## src/rtl/mmu_seq.sv

```systemverilog
// Pass sequencer for the MMU systolic array: weight load, latch, activation
// streaming and result collection, with abort and busy-cycle accounting.
module mmu_seq #(
  parameter int N        = 4,
  parameter int ROW_W    = 8,
  parameter int PIPE_LAT = 7
) (
  input  logic                   sys_clk,
  input  logic                   rst,
  input  logic                   start,
  input  logic                   abort,
  input  logic [ROW_W-1:0]       rows,
  output logic                   busy,
  output logic                   done,
  output logic                   aborted,
  output logic [31:0]            cycles,
  output logic                   w_rd_en,
  output logic [$clog2(N)-1:0]   w_rd_addr,
  output logic                   arr_w_shift,
  output logic                   arr_w_latch,
  output logic                   a_rd_en,
  output logic [ROW_W-1:0]       a_rd_addr,
  output logic                   arr_a_valid,
  output logic                   res_wr_en,
  output logic [ROW_W-1:0]       res_wr_addr
);

  localparam int KW = $clog2(N + 1);
  localparam int AW = $clog2(N);

  typedef enum logic [2:0] {
    S_IDLE, S_LOAD_W, S_W_LATCH, S_FEED, S_DRAIN, S_DONE
  } state_t;

  state_t              r_state, w_state_nxt;
  logic [KW-1:0]       r_k, w_k_nxt;
  logic [ROW_W-1:0]    r_m, w_m_nxt;
  logic [ROW_W-1:0]    r_a, w_a_nxt;
  logic [31:0]         r_cnt;
  logic [PIPE_LAT-1:0] r_dly;
  logic                w_start_acc;
  logic                w_abort_eff;

  always_comb begin
    w_state_nxt = r_state;
    w_k_nxt     = r_k;
    w_m_nxt     = r_m;
    w_a_nxt     = r_a;
    w_start_acc = 1'b0;
    w_abort_eff = abort && (r_state != S_IDLE);
    case (r_state)
      S_IDLE: begin
        // abort beats a simultaneous start and leaves the sequencer idle
        if (start && !abort) begin
          w_start_acc = 1'b1;
          w_state_nxt = S_LOAD_W;
          w_k_nxt     = '0;
          w_m_nxt     = rows;
        end
      end
      S_LOAD_W: begin
        if (r_k == KW'(N)) w_state_nxt = S_W_LATCH;
        else               w_k_nxt     = r_k + KW'(1);
      end
      S_W_LATCH: begin
        w_a_nxt     = '0;
        w_state_nxt = (r_m != '0) ? S_FEED : S_DONE;
      end
      S_FEED: begin
        if (r_a == r_m - ROW_W'(1)) w_state_nxt = S_DRAIN;
        else                        w_a_nxt     = r_a + ROW_W'(1);
      end
      S_DRAIN: begin
        if (res_wr_en && (res_wr_addr == r_m - ROW_W'(1))) w_state_nxt = S_DONE;
      end
      S_DONE:  w_state_nxt = S_IDLE;
      default: w_state_nxt = S_IDLE;
    endcase
    if (w_abort_eff) w_state_nxt = S_IDLE;
  end

  assign res_wr_en = r_dly[PIPE_LAT-1];

  // Every output is a flop loaded from the next-state decode.
  always_ff @(posedge sys_clk or posedge rst) begin
    if (rst) begin
      r_state     <= S_IDLE;
      r_k         <= '0;
      r_m         <= '0;
      r_a         <= '0;
      r_cnt       <= '0;
      r_dly       <= '0;
      busy        <= 1'b0;
      done        <= 1'b0;
      aborted     <= 1'b0;
      cycles      <= '0;
      w_rd_en     <= 1'b0;
      w_rd_addr   <= '0;
      arr_w_shift <= 1'b0;
      arr_w_latch <= 1'b0;
      a_rd_en     <= 1'b0;
      a_rd_addr   <= '0;
      arr_a_valid <= 1'b0;
      res_wr_addr <= '0;
    end else begin
      r_state     <= w_state_nxt;
      r_k         <= w_k_nxt;
      r_m         <= w_m_nxt;
      r_a         <= w_a_nxt;
      busy        <= (w_state_nxt != S_IDLE);
      w_rd_en     <= (w_state_nxt == S_LOAD_W) && (w_k_nxt != KW'(N));
      w_rd_addr   <= w_k_nxt[AW-1:0];
      arr_w_latch <= (w_state_nxt == S_W_LATCH);
      a_rd_en     <= (w_state_nxt == S_FEED);
      a_rd_addr   <= w_a_nxt;
      done        <= (w_state_nxt == S_DONE);
      aborted     <= w_abort_eff;
      if (w_abort_eff) begin
        arr_w_shift <= 1'b0;
        arr_a_valid <= 1'b0;
        r_dly       <= '0;
      end else begin
        arr_w_shift <= w_rd_en;
        arr_a_valid <= a_rd_en;
        r_dly[0]    <= arr_a_valid;
        for (int i = 1; i < PIPE_LAT; i++) r_dly[i] <= r_dly[i-1];
      end
      if (w_start_acc)    res_wr_addr <= '0;
      else if (res_wr_en) res_wr_addr <= res_wr_addr + ROW_W'(1);
      // r_cnt already counts the current busy cycle; +1 folds in the DONE cycle
      if (w_start_acc)             r_cnt <= 32'd1;
      else if (r_state != S_IDLE)  r_cnt <= r_cnt + 32'd1;
      if (w_state_nxt == S_DONE)   cycles <= r_cnt + 32'd1;
    end
  end

endmodule

```

## config.mk

```make
export PLATFORM = sky130hd
export DESIGN_NAME = mmu_seq
export DESIGN_NICKNAME = d
export VERILOG_FILES = /design/src/rtl/mmu_seq.sv
export SDC_FILE = /design/constraint.sdc
export NUM_CORES = 1
export LEC_CHECK = 0
export CORE_MARGIN = 5
export CORE_UTILIZATION = 55
export CTS_BUF_LIST = sky130_fd_sc_hd__clkbuf_8
export CTS_CLUSTER_DIAMETER = 150
export DETAILED_ROUTE_END_ITERATION = 10
export GPL_TIMING_DRIVEN = 1
export PLACE_DENSITY = 0.78
export RECOVER_POWER = 50
export SETUP_SLACK_MARGIN = 0.02
export SLEW_MARGIN = 20
export SYNTH_ARGS = -nofsm -noshare
export SYNTH_HDL_FRONTEND = slang
export SYNTH_SLANG_ARGS = --single-unit
```

## constraint.sdc

```tcl
create_clock -name sys_clk -period 10.4 [get_ports sys_clk]
set_clock_uncertainty 0.15 [all_clocks]
set_input_delay 2.08 -clock sys_clk [delete_from_list [all_inputs] [get_ports sys_clk]]
set_output_delay 2.08 -clock sys_clk [all_outputs]
set_load 0.02 [all_outputs]
```

==> impl_metrics.tcl <==
set metrics [dict create \
    status "finished, violations left" \
    failing_checks "max-capacitance violations, max-slew violations" \
    hpwlAfterDp_microns 8140 \
    synthAdderAreaFrac_pct 1.54 \
    max-cap-violations 2 \
    syn_area_per_cell_sq_um 10.8 \
    worst_setup_path_start_kind "primary input" \
    final.period_utilization_pct 62.8 \
    report.final.setup_viol 0 \
    crit_fanout 33 \
    synth_top_family_by_area "simple AND/OR/NAND/NOR gates" \
    post_synth_xor_area_fraction_pct 8.96 \
    cts_post_setup_buffers_inserted 0 \
    detail_route.vias_per_cell 5.57 \
    core.rowCount 37 \
    design.core.area_sq_mm 0.0102 \
    final_max_slew_viol_count 59 \
    synth_largest_type_area_fraction_pct 48.1 \
    cts_repair_resize_count 0 \
    initial_drt_pass_iterations 5 \
    p_leak_nw 3.10 \
    postSynth.asyncResetShare_pct 100 \
    areaGrowthSynthToFinish_pct 16.3 \
    floorplan.io_pins 71 \
    worstMarginPinSlew_ps 3140 \
    die-height_microns 112 \
    synth.lib_cells_used.distinct 56 \
    yosys.area_share.simple_pct 16.7 \
    synth-main-ff-cell "dfrtp_1" \
    grt_start_max_net_pins 73 \
    required_ps 10520 \
    synthesis.yosys.warnings 0 \
    synth.top_cells.by_area "dfrtp_1 48%, mux2_4 7.1%, xnor2_1 4.9%" \
    clk_root_buffer_cell "clkbuf_8" \
    syn-num-nets 543 \
    power.density_cell_area_mw_per_mm2 176 \
    chipWidth_microns 112 \
    setup.worst_path.class "in -> reg" \
    yosys_register_bits 109 \
    drt.antenna.violating_nets 0 \
    clk-insertion-delay-late_ps 370 \
    finish.utilization_pct 64.8 \
    effective_utilization_at_floorplan_pct 55.7 \
    timing_hold_violations_final 0 \
    grt_antenna_before_repair 0 \
    portion_of_the_post_synthesis_area_used_by_sequential_elements_pct 48.1 \
    clockBufferDepth 2 \
    gr-total-overflow 0 \
    grt_setup_unrepaired "false" \
    post_cts_hold_buffer_count 0 \
    layout_cell_area_excl_fill_sq_mm 0.00660 \
    port_buffers 70 \
    ctsHtreeMaxLevel 3 \
    grt_first_pass_wirelength_microns 20200 \
    mostFrequentLayoutCells "109 x dfrtp_1, 62 x nand2_1, 42 x o21ai_0" \
    synth_mux_area_share_pct 10.7 \
    num-nets-final 605 \
    fp.dieArea_sq_mm 0.0124 \
    count_of_placed_standard_cells_including_taps 711 \
    track_usage_pct 19.7 \
    worst-endpoint-arrival_ps 6650 \
    wl_per_cell_microns 16.1 \
    tritoncts_clock_tree "built" \
    drt_drc_violations_left 0 \
    achievable-frequency_mhz 153 \
    antenna_cells_inserted 0 \
    period_minus_slack_ps 6530 \
    tritoncts.num_buffers 9 \
    cts_num_sinks 109 \
    post_synthesis_cell_count 524 \
    grt_pass1_vias 3934 \
    timing.setup.tns_ps 0 \
    slew-limit-headroom_pct -112 \
    crit_path_end_kind "flip-flop" \
    vdd_drop_max_uv 102 \
    dpl-instance-area_sq_mm 0.00641 \
    path_class_of_the_lowest_slack_min_delay_path "reg -> reg" \
    finalWirelength_microns 11700 \
    count_of_non_filler_cells_in_the_finished_layout 726 \
    most_common_library_cell_in_the_layout_ignoring_fill_and_taps "dfrtp_1" \
    cts.reportedPaths.clkPinSlew_ps 100 \
    netlist_area_sq_mm 0.00567 \
    count_of_vias_placed_by_the_detailed_router 4042 \
    compound_cell_area_share_of_the_yosys_netlist_pct 9.99 \
    synth-edff-count 0 \
    gpl.final_weighted_congestion 0.852 \
    yosysTopAreaCell "dfrtp_1" \
    first_iter_violations 216 \
    post_route_cells_drive_above_1_share_pct 11.2 \
]
-- power breakdown --
| part | leakage [nW] | internal [mW] | total [mW] | switching, mW |
|---|---|---|---|---|
| sequential | 1.48 | 0.468 | 0.535 | 0.0668 |
| combinational | 1.50 | 0.142 | 0.347 | 0.206 |
| clock | 0.110 | 0.140 | 0.278 | 0.138 |
| total | 3.10 | 0.750 | 1.16 | 0.410 |
-- through the flow --
step	hold slack, ps	worst slack [ps]	power [mW]
2_1_floorplan	278	5300	0.795
5_1_grt	330	3520	1.23
3_3_place_gp	285	5300	0.889
4_1_cts	314	5610	1.18
6_report	306	3870	1.16
3_5_place_dp	289	5220	0.900
-- flip-flops by register name (all words and copies together) (netlist names) --
register and flops:
cycles 32, r_cnt 32, r_a 8, r_m 8
res_wr_addr 8, r_dly 7, r_k 3, r_state 3
a_rd_en 1, aborted 1, arr_a_valid 1, arr_w_latch 1
arr_w_shift 1, busy 1, done 1, w_rd_en 1
-- path summary, 6_finish.rpt --
check / startpoint / to / slack [ps] / cells after the start
worst min-delay path: r_dly[5] / r_dly[6] / 310 / 1
worst min register to register: r_dly[5] / r_dly[6] / 310 / 1
worst max register to register: r_state[2] / cycles[2] / 5420 / 7
min in group asynchronous: rst / r_a[7] / 2390 / 2
worst max-delay path: abort / cycles[2] / 3870 / 7
max in group asynchronous: rst / cycles[18] / 6180 / 3
-- cell type report --
| cell class | count | area (sq um) |
|---|---|---|
| Timing Repair Buffer | 74 | 727 |
| Multi-Input combinational cell | 375 | 2690 |
| Sequential cell | 109 | 2730 |
| Inverter | 17 | 65.1 |
| Fill cell | 804 | 3590 |
| Clock buffer | 10 | 138 |
| Tap cell | 136 | 170 |
| Clock inverter | 5 | 76.3 |
-- cells by family after synthesis --
| family | after synthesis |
|---|---|
| flops | 109 |
| buf+inv | 40 |
| fa+ha+maj | 7 |
| mux | 46 |
| compound gates | 91 |
| simple gates | 173 |
| xor+xnor | 58 |
-- cell usage after synthesis (2+ instances only) --
| master | count |
|---|---|
| mux2_4 | 27 |
| nand2_1 | 62 |
| buf_4 | 3 |
| nand2b_1 | 3 |
| nor4b_1 | 2 |
| mux2i_1 | 10 |
| o31ai_1 | 9 |
| clkbuf_1 | 12 |
| nand3_1 | 10 |
| mux2_2 | 9 |
| inv_1 | 17 |
| a21oi_1 | 13 |
| nor2_1 | 21 |
| and3_1 | 11 |
| dfrtp_1 | 109 |
| o211ai_1 | 2 |
| nand4_1 | 14 |
| and4_1 | 6 |
| nor3_1 | 4 |
| buf_2 | 2 |
| a31oi_1 | 6 |
| or2_2 | 2 |
| nor2b_1 | 3 |
| a22o_1 | 7 |
| ha_1 | 7 |
| and2_1 | 16 |
| or3_1 | 5 |
| buf_12 | 3 |
| xor2_1 | 26 |
| buf_6 | 2 |
| o21ai_0 | 42 |
| o22ai_1 | 2 |
| nor4_1 | 3 |
| xnor2_1 | 32 |
-- worst max-delay path, stage by stage --
cell and delay [ps]:
dlygate4sd3_1 620, nor4b_1 2430, nand2b_1 310, a21oi_1 100, a21oi_4 170, buf_4 480
mux2_2 400
-- layer usage --
| metal | vias to the layer above | track usage, % | wire, microns |
|---|---|---|---|
| li1 | 1951 | - | - |
| met5 | - | 0 | 0 |
| met1 | 1990 | 28.5 | 5570 |
| met3 | 11 | 5.43 | 550 |
| met4 | 0 | 4.46 | 105 |
| met2 | 90 | 29.8 | 5490 |
Note: power is estimated with default switching activity, not from simulation.
